===== src/rtl/exec_commit_pkg.sv =====
// Shared constants for the commit stage: destination-type codes, FSM state encoding
// and the width of the memory timeout counter.
package exec_commit_pkg;

    localparam int DST_TYPE_WIDTH = 3;
    localparam int TMO_CNT_W      = 8;

    localparam logic [DST_TYPE_WIDTH-1:0] DST_NONE  = 3'd0;
    localparam logic [DST_TYPE_WIDTH-1:0] DST_RT    = 3'd1;
    localparam logic [DST_TYPE_WIDTH-1:0] DST_RD    = 3'd2;
    localparam logic [DST_TYPE_WIDTH-1:0] DST_PC    = 3'd3;
    localparam logic [DST_TYPE_WIDTH-1:0] DST_MEM_L = 3'd4;
    localparam logic [DST_TYPE_WIDTH-1:0] DST_MEM_S = 3'd5;

    typedef enum logic [2:0] {
        S_IDLE  = 3'd0,
        S_LATCH = 3'd1,
        S_WB    = 3'd2,
        S_BR    = 3'd3,
        S_MEM   = 3'd4,
        S_LDWB  = 3'd5,
        S_DONE  = 3'd6
    } state_t;

    function automatic logic is_mem(input logic [DST_TYPE_WIDTH-1:0] dst);
        return (dst == DST_MEM_L) || (dst == DST_MEM_S);
    endfunction

endpackage


===== src/rtl/exec_commit_mem_port.sv =====
// Memory req/ack port for the commit stage: holds the request and its payload until
// acknowledged, and aborts after MEM_TIMEOUT unacknowledged cycles.
module commit_mem_port
    import exec_commit_pkg::*;
#(
    parameter int DW          = 32,
    parameter int MEM_TIMEOUT = 255
) (
    input  logic          clk,
    input  logic          clear_i,
    input  logic          start_i,
    input  logic          we_i,
    input  logic [DW-1:0] addr_i,
    input  logic [DW-1:0] wdata_i,
    input  logic          mem_ack_i,
    output logic          mem_req_o,
    output logic          mem_we_o,
    output logic [DW-1:0] mem_addr_o,
    output logic [DW-1:0] mem_wdata_o,
    output logic          ack_o,
    output logic          timeout_o
);

    localparam logic [TMO_CNT_W-1:0] CNT_LAST = TMO_CNT_W'(MEM_TIMEOUT - 1);

    logic                 req_q;
    logic                 we_q;
    logic [DW-1:0]        addr_q;
    logic [DW-1:0]        wdata_q;
    logic [TMO_CNT_W-1:0] cnt_q;

    // Acks are only meaningful while a request is outstanding; stray acks are dropped.
    always_comb begin
        ack_o     = req_q & mem_ack_i;
        timeout_o = req_q & ~mem_ack_i & (cnt_q == CNT_LAST);
    end

    always_ff @(posedge clk) begin
        if (clear_i) begin
            req_q   <= 1'b0;
            we_q    <= 1'b0;
            addr_q  <= '0;
            wdata_q <= '0;
            cnt_q   <= '0;
        end else if (start_i) begin
            req_q   <= 1'b1;
            we_q    <= we_i;
            addr_q  <= addr_i;
            wdata_q <= wdata_i;
            cnt_q   <= '0;
        end else if (ack_o || timeout_o) begin
            req_q <= 1'b0;
            cnt_q <= '0;
        end else if (req_q) begin
            cnt_q <= cnt_q + 1'b1;
        end
    end

    assign mem_req_o   = req_q;
    assign mem_we_o    = we_q;
    assign mem_addr_o  = addr_q;
    assign mem_wdata_o = wdata_q;

endmodule


===== src/rtl/exec_commit.sv =====
// Commit stage after I-type execute: register writeback, branch redirect or word
// load/store, then holds finished until the controller drops en.
module exec_commit
    import exec_commit_pkg::*;
#(
    parameter int DW          = 32,
    parameter int MEM_TIMEOUT = 255
) (
    input  logic                      clk,
    input  logic                      rst,
    input  logic                      en,
    input  logic [DST_TYPE_WIDTH-1:0] dst_type,
    input  logic [DW-1:0]             res,
    input  logic [DW-1:0]             rt_data,
    input  logic [4:0]                rt_idx,
    input  logic [4:0]                rd_idx,
    input  logic [DW-1:0]             pc_plus4,
    input  logic [15:0]               imm16,
    output logic                      reg_we,
    output logic [4:0]                reg_waddr,
    output logic [DW-1:0]             reg_wdata,
    output logic                      pc_we,
    output logic [DW-1:0]             pc_next,
    output logic                      mem_req,
    output logic                      mem_we,
    output logic [DW-1:0]             mem_addr,
    output logic [DW-1:0]             mem_wdata,
    input  logic                      mem_ack,
    input  logic [DW-1:0]             mem_rdata,
    output logic                      err,
    output logic                      finished,
    output logic [2:0]                dbg_state
);

    state_t                    state_q;
    logic [DST_TYPE_WIDTH-1:0] dst_q;
    logic [DW-1:0]             res_q;
    logic [DW-1:0]             rt_data_q;
    logic [4:0]                rt_idx_q;
    logic [4:0]                rd_idx_q;
    logic [DW-1:0]             pc_plus4_q;
    logic [15:0]               imm16_q;
    logic                      reg_we_q;
    logic [4:0]                reg_waddr_q;
    logic [DW-1:0]             reg_wdata_q;
    logic                      pc_we_q;
    logic [DW-1:0]             pc_next_q;
    logic                      err_q;
    logic                      finished_q;

    logic                      clear;
    logic                      aligned;
    logic                      mem_start;
    logic                      mem_ack_hit;
    logic                      mem_timeout;
    logic [DW-1:0]             br_target;

    always_comb begin
        clear     = rst | ~en;
        aligned   = (res_q[1:0] == 2'b00);
        mem_start = (state_q == S_LATCH) && is_mem(dst_q) && aligned;
        br_target = pc_plus4_q + {{(DW-18){imm16_q[15]}}, imm16_q, 2'b00};
    end

    commit_mem_port #(
        .DW          (DW),
        .MEM_TIMEOUT (MEM_TIMEOUT)
    ) u_mem_port (
        .clk         (clk),
        .clear_i     (clear),
        .start_i     (mem_start),
        .we_i        (dst_q == DST_MEM_S),
        .addr_i      (res_q),
        .wdata_i     (rt_data_q),
        .mem_ack_i   (mem_ack),
        .mem_req_o   (mem_req),
        .mem_we_o    (mem_we),
        .mem_addr_o  (mem_addr),
        .mem_wdata_o (mem_wdata),
        .ack_o       (mem_ack_hit),
        .timeout_o   (mem_timeout)
    );

    always_ff @(posedge clk) begin
        if (clear) begin
            state_q     <= S_IDLE;
            dst_q       <= '0;
            res_q       <= '0;
            rt_data_q   <= '0;
            rt_idx_q    <= '0;
            rd_idx_q    <= '0;
            pc_plus4_q  <= '0;
            imm16_q     <= '0;
            reg_we_q    <= 1'b0;
            reg_waddr_q <= '0;
            reg_wdata_q <= '0;
            pc_we_q     <= 1'b0;
            pc_next_q   <= '0;
            err_q       <= 1'b0;
            finished_q  <= 1'b0;
        end else begin
            reg_we_q <= 1'b0;
            pc_we_q  <= 1'b0;
            case (state_q)
                S_IDLE: begin
                    dst_q      <= dst_type;
                    res_q      <= res;
                    rt_data_q  <= rt_data;
                    rt_idx_q   <= rt_idx;
                    rd_idx_q   <= rd_idx;
                    pc_plus4_q <= pc_plus4;
                    imm16_q    <= imm16;
                    state_q    <= S_LATCH;
                end
                S_LATCH: begin
                    // No-op codes and misaligned accesses pass through S_BR with no strobe,
                    // so every non-memory path has the same two-cycle latency.
                    case (dst_q)
                        DST_RT, DST_RD: begin
                            reg_waddr_q <= (dst_q == DST_RT) ? rt_idx_q : rd_idx_q;
                            reg_wdata_q <= res_q;
                            reg_we_q    <= ((dst_q == DST_RT) ? rt_idx_q : rd_idx_q) != 5'd0;
                            state_q     <= S_WB;
                        end
                        DST_PC: begin
                            pc_we_q   <= res_q[0];
                            pc_next_q <= br_target;
                            state_q   <= S_BR;
                        end
                        DST_MEM_L, DST_MEM_S: begin
                            if (aligned) begin
                                state_q <= S_MEM;
                            end else begin
                                err_q   <= 1'b1;
                                state_q <= S_BR;
                            end
                        end
                        default: state_q <= S_BR;
                    endcase
                end
                S_WB, S_BR, S_LDWB: begin
                    finished_q <= 1'b1;
                    state_q    <= S_DONE;
                end
                S_MEM: begin
                    if (mem_ack_hit) begin
                        if (dst_q == DST_MEM_L) begin
                            reg_we_q    <= (rt_idx_q != 5'd0);
                            reg_waddr_q <= rt_idx_q;
                            reg_wdata_q <= mem_rdata;
                            state_q     <= S_LDWB;
                        end else begin
                            finished_q <= 1'b1;
                            state_q    <= S_DONE;
                        end
                    end else if (mem_timeout) begin
                        err_q      <= 1'b1;
                        finished_q <= 1'b1;
                        state_q    <= S_DONE;
                    end
                end
                S_DONE:  state_q <= S_DONE;
                default: state_q <= S_IDLE;
            endcase
        end
    end

    assign reg_we    = reg_we_q;
    assign reg_waddr = reg_waddr_q;
    assign reg_wdata = reg_wdata_q;
    assign pc_we     = pc_we_q;
    assign pc_next   = pc_next_q;
    assign err       = err_q;
    assign finished  = finished_q;
    assign dbg_state = state_q;

endmodule


===== config.mk =====
export PLATFORM = sky130hd
export DESIGN_NAME = exec_commit
export DESIGN_NICKNAME = d
export VERILOG_FILES = /design/src/rtl/exec_commit_pkg.sv /design/src/rtl/exec_commit_mem_port.sv /design/src/rtl/exec_commit.sv
export SDC_FILE = /design/constraint.sdc
export NUM_CORES = 1
export LEC_CHECK = 0
export ABC_AREA = 1
export BUFFER_PORTS_ARGS = -buffer_cell sky130_fd_sc_hd__buf_4
export CAP_MARGIN = 30
export CELL_PAD_IN_SITES_DETAIL_PLACEMENT = 2
export CELL_PAD_IN_SITES_GLOBAL_PLACEMENT = 2
export CORE_MARGIN = 2
export CORE_UTILIZATION = 31
export DETAILED_ROUTE_END_ITERATION = 6
export GPL_TIMING_DRIVEN = 1
export PLACE_DENSITY_LB_ADDON = 0.1
export SLEW_MARGIN = 20
export SYNTH_ARGS = -nofsm -noshare
export SYNTH_HDL_FRONTEND = slang
export SYNTH_SLANG_ARGS = --single-unit

===== constraint.sdc =====
create_clock -name clk -period 4.1 [get_ports clk]
set_input_delay 0.41 -clock clk [delete_from_list [all_inputs] [get_ports clk]]
set_output_delay 0.41 -clock clk [all_outputs]
set_load 0.005 [all_outputs]

==> impl_results.md, run 1 <==
- Worst min path class: primary input to flop
- Final TNS setup: 0 ps
- Status: complete, no violations
- Num rows: 73
- IO Pins: 303
- Power Internal: 4870 uW
- CP max stage cell: nand2_2
- Net Sw Frac: 26.8%
- P_leak: 0.00756 uW
- P&R area growth vs syn: 31.3%
- Layout cells sized above 1: 17.9%
- Min cycle time layout: 2560 ps
- Setup bufs post-CTS: 0
- Clock Sinks: 275
- Drt via density: 4.90
- CP Class: flop to flop
- Routed Antenna Nets: 0
- Setup WS pre-CTS: 1360 ps
- Antenna fix cells: 0
- Worst VDD drop: 0.000274 V
- Register area share after synthesis: 44.3%
- Final period util: 62.5%
- Buffers and inverters on the worst path: 2
- Initial antenna violation count: 3
- Critical Path RT: 4480 ps
- Combinational power share: 11.7%
- #FFs+latches synth: 275
- Placer's final routability congestion estimate: 0.824
- H-tree level count: 2
- Critical-path cell list: nor2_1 > nand2_1 > inv_2 > nand2_2 > buf_4 > nand2_1 > a21oi_1
- Fmax: 0.390 GHz
- CTS resizes: 0
- Worst setup EP type: flop
- Worst Tran Pin Value: 923 ps
- Synth warnings: 0
- DRC: 0
- Power Density: 408 nW/um^2
- Chip height: 204 um
- Critical Path AT: 2950 ps
- R2R Setup Slk: 1540 ps
- Root Driver: clkbuf_16
- Largest net degree at the start of global routing: 91
- Port bufs: 302
- Vias in the first global route: 14100
- Critical path's most frequent cell: nand2_1
- Max-slew violation count: 0
- First-pass GRT wire length: 76700 um
- Maximum root-to-sink buffer count: 3
- Startpoint Class: flop
- DRT iter0 DRCs: 422
- Clk pin slew, worst setup/hold paths: 60 ps
- Routed WL: 48200 um
- Final Skew: 26.1 ps
- Worst path max stage delay: 600 ps
- Slew Limit Headroom: 38.5%
- Flop pwr share: 42.8%
- Number of setup violations in the final report: 0
- HPWL Detailed: 34100 um
- Synthesized area: 12400 sq um
- Fillers: 4772
- Clock buffer count from CTS: 34
- Core ar.: 39600 sq um
- GRT overflow: 0
- Clock power frac: 45.6%
- Net Sw Power: 1780 uW
- Chip width: 204 um
- Post-synth cell types: 27
- Initial Util: 31.3%
- Worst-path fanout max: 37
- CTS tree: built
- Setup slack after layout: 1540 ps
- Synth Instances: 1841
- Overall routing resource usage: 23.1%
- Cts hold-fix bufs: 0
- RSZ-0062 raised after global routing: false
- Final nets: 2291
- Max_cap viols: 0
- Tightest hold margin: 77.8 ps
- Clock Latency Late Sink: 560 ps
- Syn_area_per_cell: 6.74 sq um
- Wire length per cell: 18.2 um
- Detailed Routing Iterations Pass 1: 4
- Mapped Nets: 2034
- Final Hold Fails: 0
- Top Family by Delay on Critical Path: simple AND/OR/NAND/NOR gates
- Via count: 13000
- Die ar.: 41700 sq um
## stage by stage
step	instance area, sq um	instances	total power (uW)	utilization, %
after CTS	16200	2645	6750	41.0
after detailed placement	15100	2585	3670	38.1
after global routing	16300	2647	6970	41.1
after global placement	15100	2585	3640	38.1
final	16300	2647	6650	41.1
after floorplan	12400	1841	3310	-
## cells by family after synthesis
family          count (synthesis)  synth area share (%)
simple gates                  896                  28.6
compound gates                339                  13.8
buf+inv                       279                  8.48
flops                         275                  44.3
fa+ha+maj                      32                  3.29
xor+xnor                       20                  1.41
## flip-flops by register name, summed over array words and instances (netlist names)
register	count
dst_q	3
u_mem_port.mem_wdata_o	32
res_q	32
err	1
reg_we	1
pc_we	1
rt_idx_q	5
pc_plus4_q	32
reg_wdata	32
u_mem_port.mem_req_o	1
rd_idx_q	5
reg_waddr	5
u_mem_port.mem_we_o	1
dbg_state	3
u_mem_port.cnt_q	8
rt_data_q	32
u_mem_port.mem_addr_o	32
finished	1
pc_next	32
imm16_q	16
## Yosys cell counts (all sizes together)
master / n / share of area [%]
nand2: 404 / 12
nor2: 360 / 11
dfxtp: 275 / 44
o21ai: 187 / 7.5
inv: 181 / 5.5
a21oi: 143 / 5.8
nand3: 113 / 4.6
clkbuf: 86 / 2.6
ha: 31 / 3.1
xor2: 14 / 0.99
buf: 11 / 0.37
nor3: 7 / 0.37
nand4: 6 / 0.30
xnor2: 6 / 0.42
o21bai: 5 / 0.30
and2: 3 / 0.15
o211ai: 2 / 0.12
or2: 2 / 0.10
a21o: 1 / 0.060
clkinv: 1 / 0.030
fa: 1 / 0.16
nand3b: 1 / 0.060
o31ai: 1 / 0.060
## worst min-delay path, cell delays in order
cell and delay (ps):
buf_4 80, nor2_1 30, nor2_1 80
## routing by layer
layer,vias up,wire length (um),track usage [%]
met1,6355,21000,27.7
met5,-,22,0
met4,4,1140,6.31
li1,6324,-,-
met3,64,1850,3.89
met2,235,24200,42.2
## power groups by stage
stage / sequential [uW] / clock [uW] / combinational [uW]
after floorplan: 2880 / 0 / 434
after global placement: 2900 / 0 / 749
after detailed placement: 2900 / 0 / 773
after CTS: 2840 / 3130 / 781
after global routing: 2860 / 3240 / 879
final: 2840 / 3030 / 775
## placed cells by master, fill, tap and decap left out, drive strengths merged
master,instances
inv,181
bufinv,2
clkinvlp,1
nand3,113
buf,318
o21ai,187
nor3,7
a21o,1
a21oi,143
dfxtp,275
ha,31
xor2,14
o211ai,2
nand2,404
o31ai,1
clkinv,7
or2,2
o21bai,5
and2,3
fa,1
clkbuf,51
nand3b,1
nand4,6
nor2,360
xnor2,6
## area by class of cell
type | instances | area (sq um) | area share [%]
timing repair buffer | 318 | 2430 | 14.9
tap | 525 | 657 | 4.03
sequential | 275 | 5510 | 33.8
multi-input combinational | 1287 | 5890 | 36.1
clock inverter | 9 | 145 | 0.891
inverter | 182 | 687 | 4.21
clock buffer | 51 | 985 | 6.04
## final timing paths
path / start / endpoint / depth (start not counted)
min: pc_plus4[1] / pc_plus4_q[1]$_SDFFE_PP0P_ / 3
min reg2reg: reg_wdata[14]$_SDFFE_PP0P_ / reg_wdata[14]$_SDFFE_PP0P_ / 2
max: dbg_state[2]$_SDFFE_PP0P_ / u_mem_port.mem_wdata_o[9]$_SDFFE_PP0P_ / 7
max reg2reg: dbg_state[2]$_SDFFE_PP0P_ / u_mem_port.mem_wdata_o[9]$_SDFFE_PP0P_ / 7
Note: power is estimated with default switching activity, not from simulation.
==> inputs of run 2 (changes only) <==
--- a/config.mk
+++ b/config.mk
@@ -11,7 +11,7 @@
 export CELL_PAD_IN_SITES_DETAIL_PLACEMENT = 2
 export CELL_PAD_IN_SITES_GLOBAL_PLACEMENT = 2
 export CORE_MARGIN = 2
-export CORE_UTILIZATION = 31
+export CORE_UTILIZATION = 26
 export DETAILED_ROUTE_END_ITERATION = 6
 export GPL_TIMING_DRIVEN = 1
 export PLACE_DENSITY_LB_ADDON = 0.1
==> constraint.sdc (replaced) <==
create_clock -name clk -period 2.1 [get_ports clk]
set_input_delay 0.21 -clock clk [delete_from_list [all_inputs] [get_ports clk]]
set_output_delay 0.21 -clock clk [all_outputs]
set_load 0.005 [all_outputs]
==> impl_results.md, run 2 (synthesized netlist as in run 1, its figures left out) <==
- Worst min path class: primary input to flop
- Status: complete, no violations
- Overall routing resource usage: 21.3% (-1.8 points)
- Sequential cell area: 5510 sq um (about the same)
- Fillers: 5615 (+18%)
- Chip width: 223 um (+9.0%)
- Reg2Reg Depth: 7 (unchanged)
- Final nets: 2449 (+6.9%)
- Final Skew: 13.5 ps (-12.6 ps)
- Placer's final routability congestion estimate: 0.834 (+1.2%)
- Worst-path fanout max: 31 (-16%)
- Pwr Total: 13800 uW (+110%)
- Startpoint Class: flop
- DRC: 0 (unchanged)
- Max-slew violation count: 0 (unchanged)
- Non-filler cells, final: 2901 (+9.6%)
- Slew Limit Headroom: 59.9% (+21 points)
- HPWL Detailed: 35800 um (+5.0%)
- Detailed Routing Iterations Pass 1: 4 (unchanged)
- Largest net degree at the start of global routing: 119 (+31%)
- Placed cell count: 2700 (+4.4%)
- Initial antenna violation count: 5 (+2)
- R2R Path Start: dbg_state[2]$_SDFFE_PP0P_
- Wire length per cell: 18.7 um (+2.5%)
- Final TNS setup: 0 ps (unchanged)
- Routed WL: 54100 um (+12%)
- P&R area growth vs syn: 47.1%
- Root Driver: clkbuf_16
- DRT iter0 DRCs: 574 (+36%)
- Layout cells sized above 1: 19.4% (+1.5 points)
- RSZ-0062 raised after global routing: false
- CP Class: flop to flop
- Drt via density: 4.70 (-4.1%)
- Number of setup violations in the final report: 0 (unchanged)
- Port bufs: 302 (unchanged)
- Initial Util: 26.2% (-5.2 points)
- R2R Setup Slk: 170 ps (-1360 ps)
- First-pass GRT wire length: 83800 um (+9.2%)
- Power Density: 758 nW/um^2 (+86%)
- GRT overflow: 0 (unchanged)
- Num rows: 80 (+9.6%)
- Maximum root-to-sink buffer count: 3 (unchanged)
- Clk pin slew, worst setup/hold paths: 60 ps (about the same)
- Chip height: 223 um (+9.0%)
- P_leak: 0.00837 uW (+11%)
- Multi-input logic area: 5990 sq um (+1.7%)
- Die ar.: 49500 sq um (+19%)
- CP endpoint: rd_idx_q[2]$_SDFFE_PP0P_
- Worst Tran Pin Value: 602 ps (-321 ps)
- Worst r2r dst: rd_idx_q[2]$_SDFFE_PP0P_
- Routed Antenna Nets: 0 (unchanged)
- Max_cap viols: 0 (unchanged)
- Via count: 13600 (+5.1%)
- Worst setup path startpoint: dbg_state[2]$_SDFFE_PP0P_
- Clock buffer count from CTS: 36 (+5.9%)
- Clock Latency Late Sink: 550 ps (about the same)
- Most frequent cells in the layout: 399 x nand2_1, 356 x nor2_1, 331 x buf_4, 274 x dfxtp_1, 186 x o21ai_0
- Worst setup EP type: flop
- Min cycle time layout: 1930 ps (-637 ps)
- CTS tree: built
- IO Pins: 303 (unchanged)
- H-tree level count: 2 (unchanged)
- Critical Path AT: 2410 ps (-540 ps)
- Fmax: 0.519 GHz (+33%)
- Clock Sinks: 275 (unchanged)
- Final Hold Fails: 0 (unchanged)
- Commonest non-fill, non-tap cell in the layout: nand2_1
- Vias in the first global route: 15000 (+6.4%)
- Critical Path RT: 2590 ps (-1890 ps)
- Core ar.: 47400 sq um (+20%)
- Final period util: 91.7% (+29 points)
- Worst VDD drop: 0.000561 V (+100%)
==> run 2: how the worst min path moves through the flow <==
stage	start	end	slack, ps	cells after the start
after floorplan	pc_plus4[31]	pc_plus4_q[31]$_SDFFE_PP0P_	340	2
after global placement	u_mem_port.mem_addr_o[1]$_SDFFE_PP0P_	u_mem_port.mem_addr_o[1]$_SDFFE_PP0P_	420	2
after detailed placement	u_mem_port.mem_addr_o[0]$_SDFFE_PP0P_	u_mem_port.mem_addr_o[0]$_SDFFE_PP0P_	440	2
after CTS	mem_rdata[9]	reg_wdata[9]$_SDFFE_PP0P_	20	5
after global routing	mem_rdata[25]	reg_wdata[25]$_SDFFE_PP0P_	50	5
final	mem_rdata[9]	reg_wdata[9]$_SDFFE_PP0P_	40	5
==> run 2: area by class of cell <==
type / instances / area share, %
antenna: 6 / 0.0822
clock inverter: 11 / 0.781
clock buffer: 51 / 5.91
timing repair buffer: 474 / 22.3
tap: 615 / 4.21
multi-input combinational: 1287 / 32.8
inverter: 182 / 3.80
sequential: 275 / 30.2
==> run 2: per-stage QoR <==
| stage | hold slack, ps | util (%) | setup WS (ps) | instance area, sq um |
|---|---|---|---|---|
| floorplan | 345 | - | 261 | 12400 |
| global placement | 422 | 32.8 | -123 | 15600 |
| detailed placement | 435 | 32.8 | -194 | 15600 |
| CTS | 19.9 | 38.2 | 9.30 | 18100 |
| global route | 50.7 | 38.5 | 0.0813 | 18300 |
| finish | 44.4 | 38.5 | 175 | 18300 |
==> run 2: metal layers <==
layer,wire [um],GRT usage [%],vias to the layer above
li1,-,-,6663
met1,23200,25.3,6661
met2,27300,38.6,244
met3,2020,3.83,79
met4,1620,7.06,0
met5,0,0,-
==> run 2: timing repair <==
item,CTS,global route
endpoints found under the hold margin,125,0
resized for setup,7,25
pin swaps,0,3
gates cloned,0,2
hold buffers,127,0
setup buffers,0,4
setup endpoints to repair,16,36
==> run 2: worst max-delay path, cell delays in order, from the launching register on <==
cell and delay (ps):
dfxtp_1 350, nor2_1 150, inv_1 110, nor2_4 200, clkbuf_16 300, o21ai_0 110, nor2_1 100, dlygate4sd3_1 540
==> run 2: power breakdown <==
part           switching [uW]  leakage (uW)  internal, uW
clock network            2480      0.000600          3940
registers                 140       0.00224          5410
logic                    1080       0.00553           796
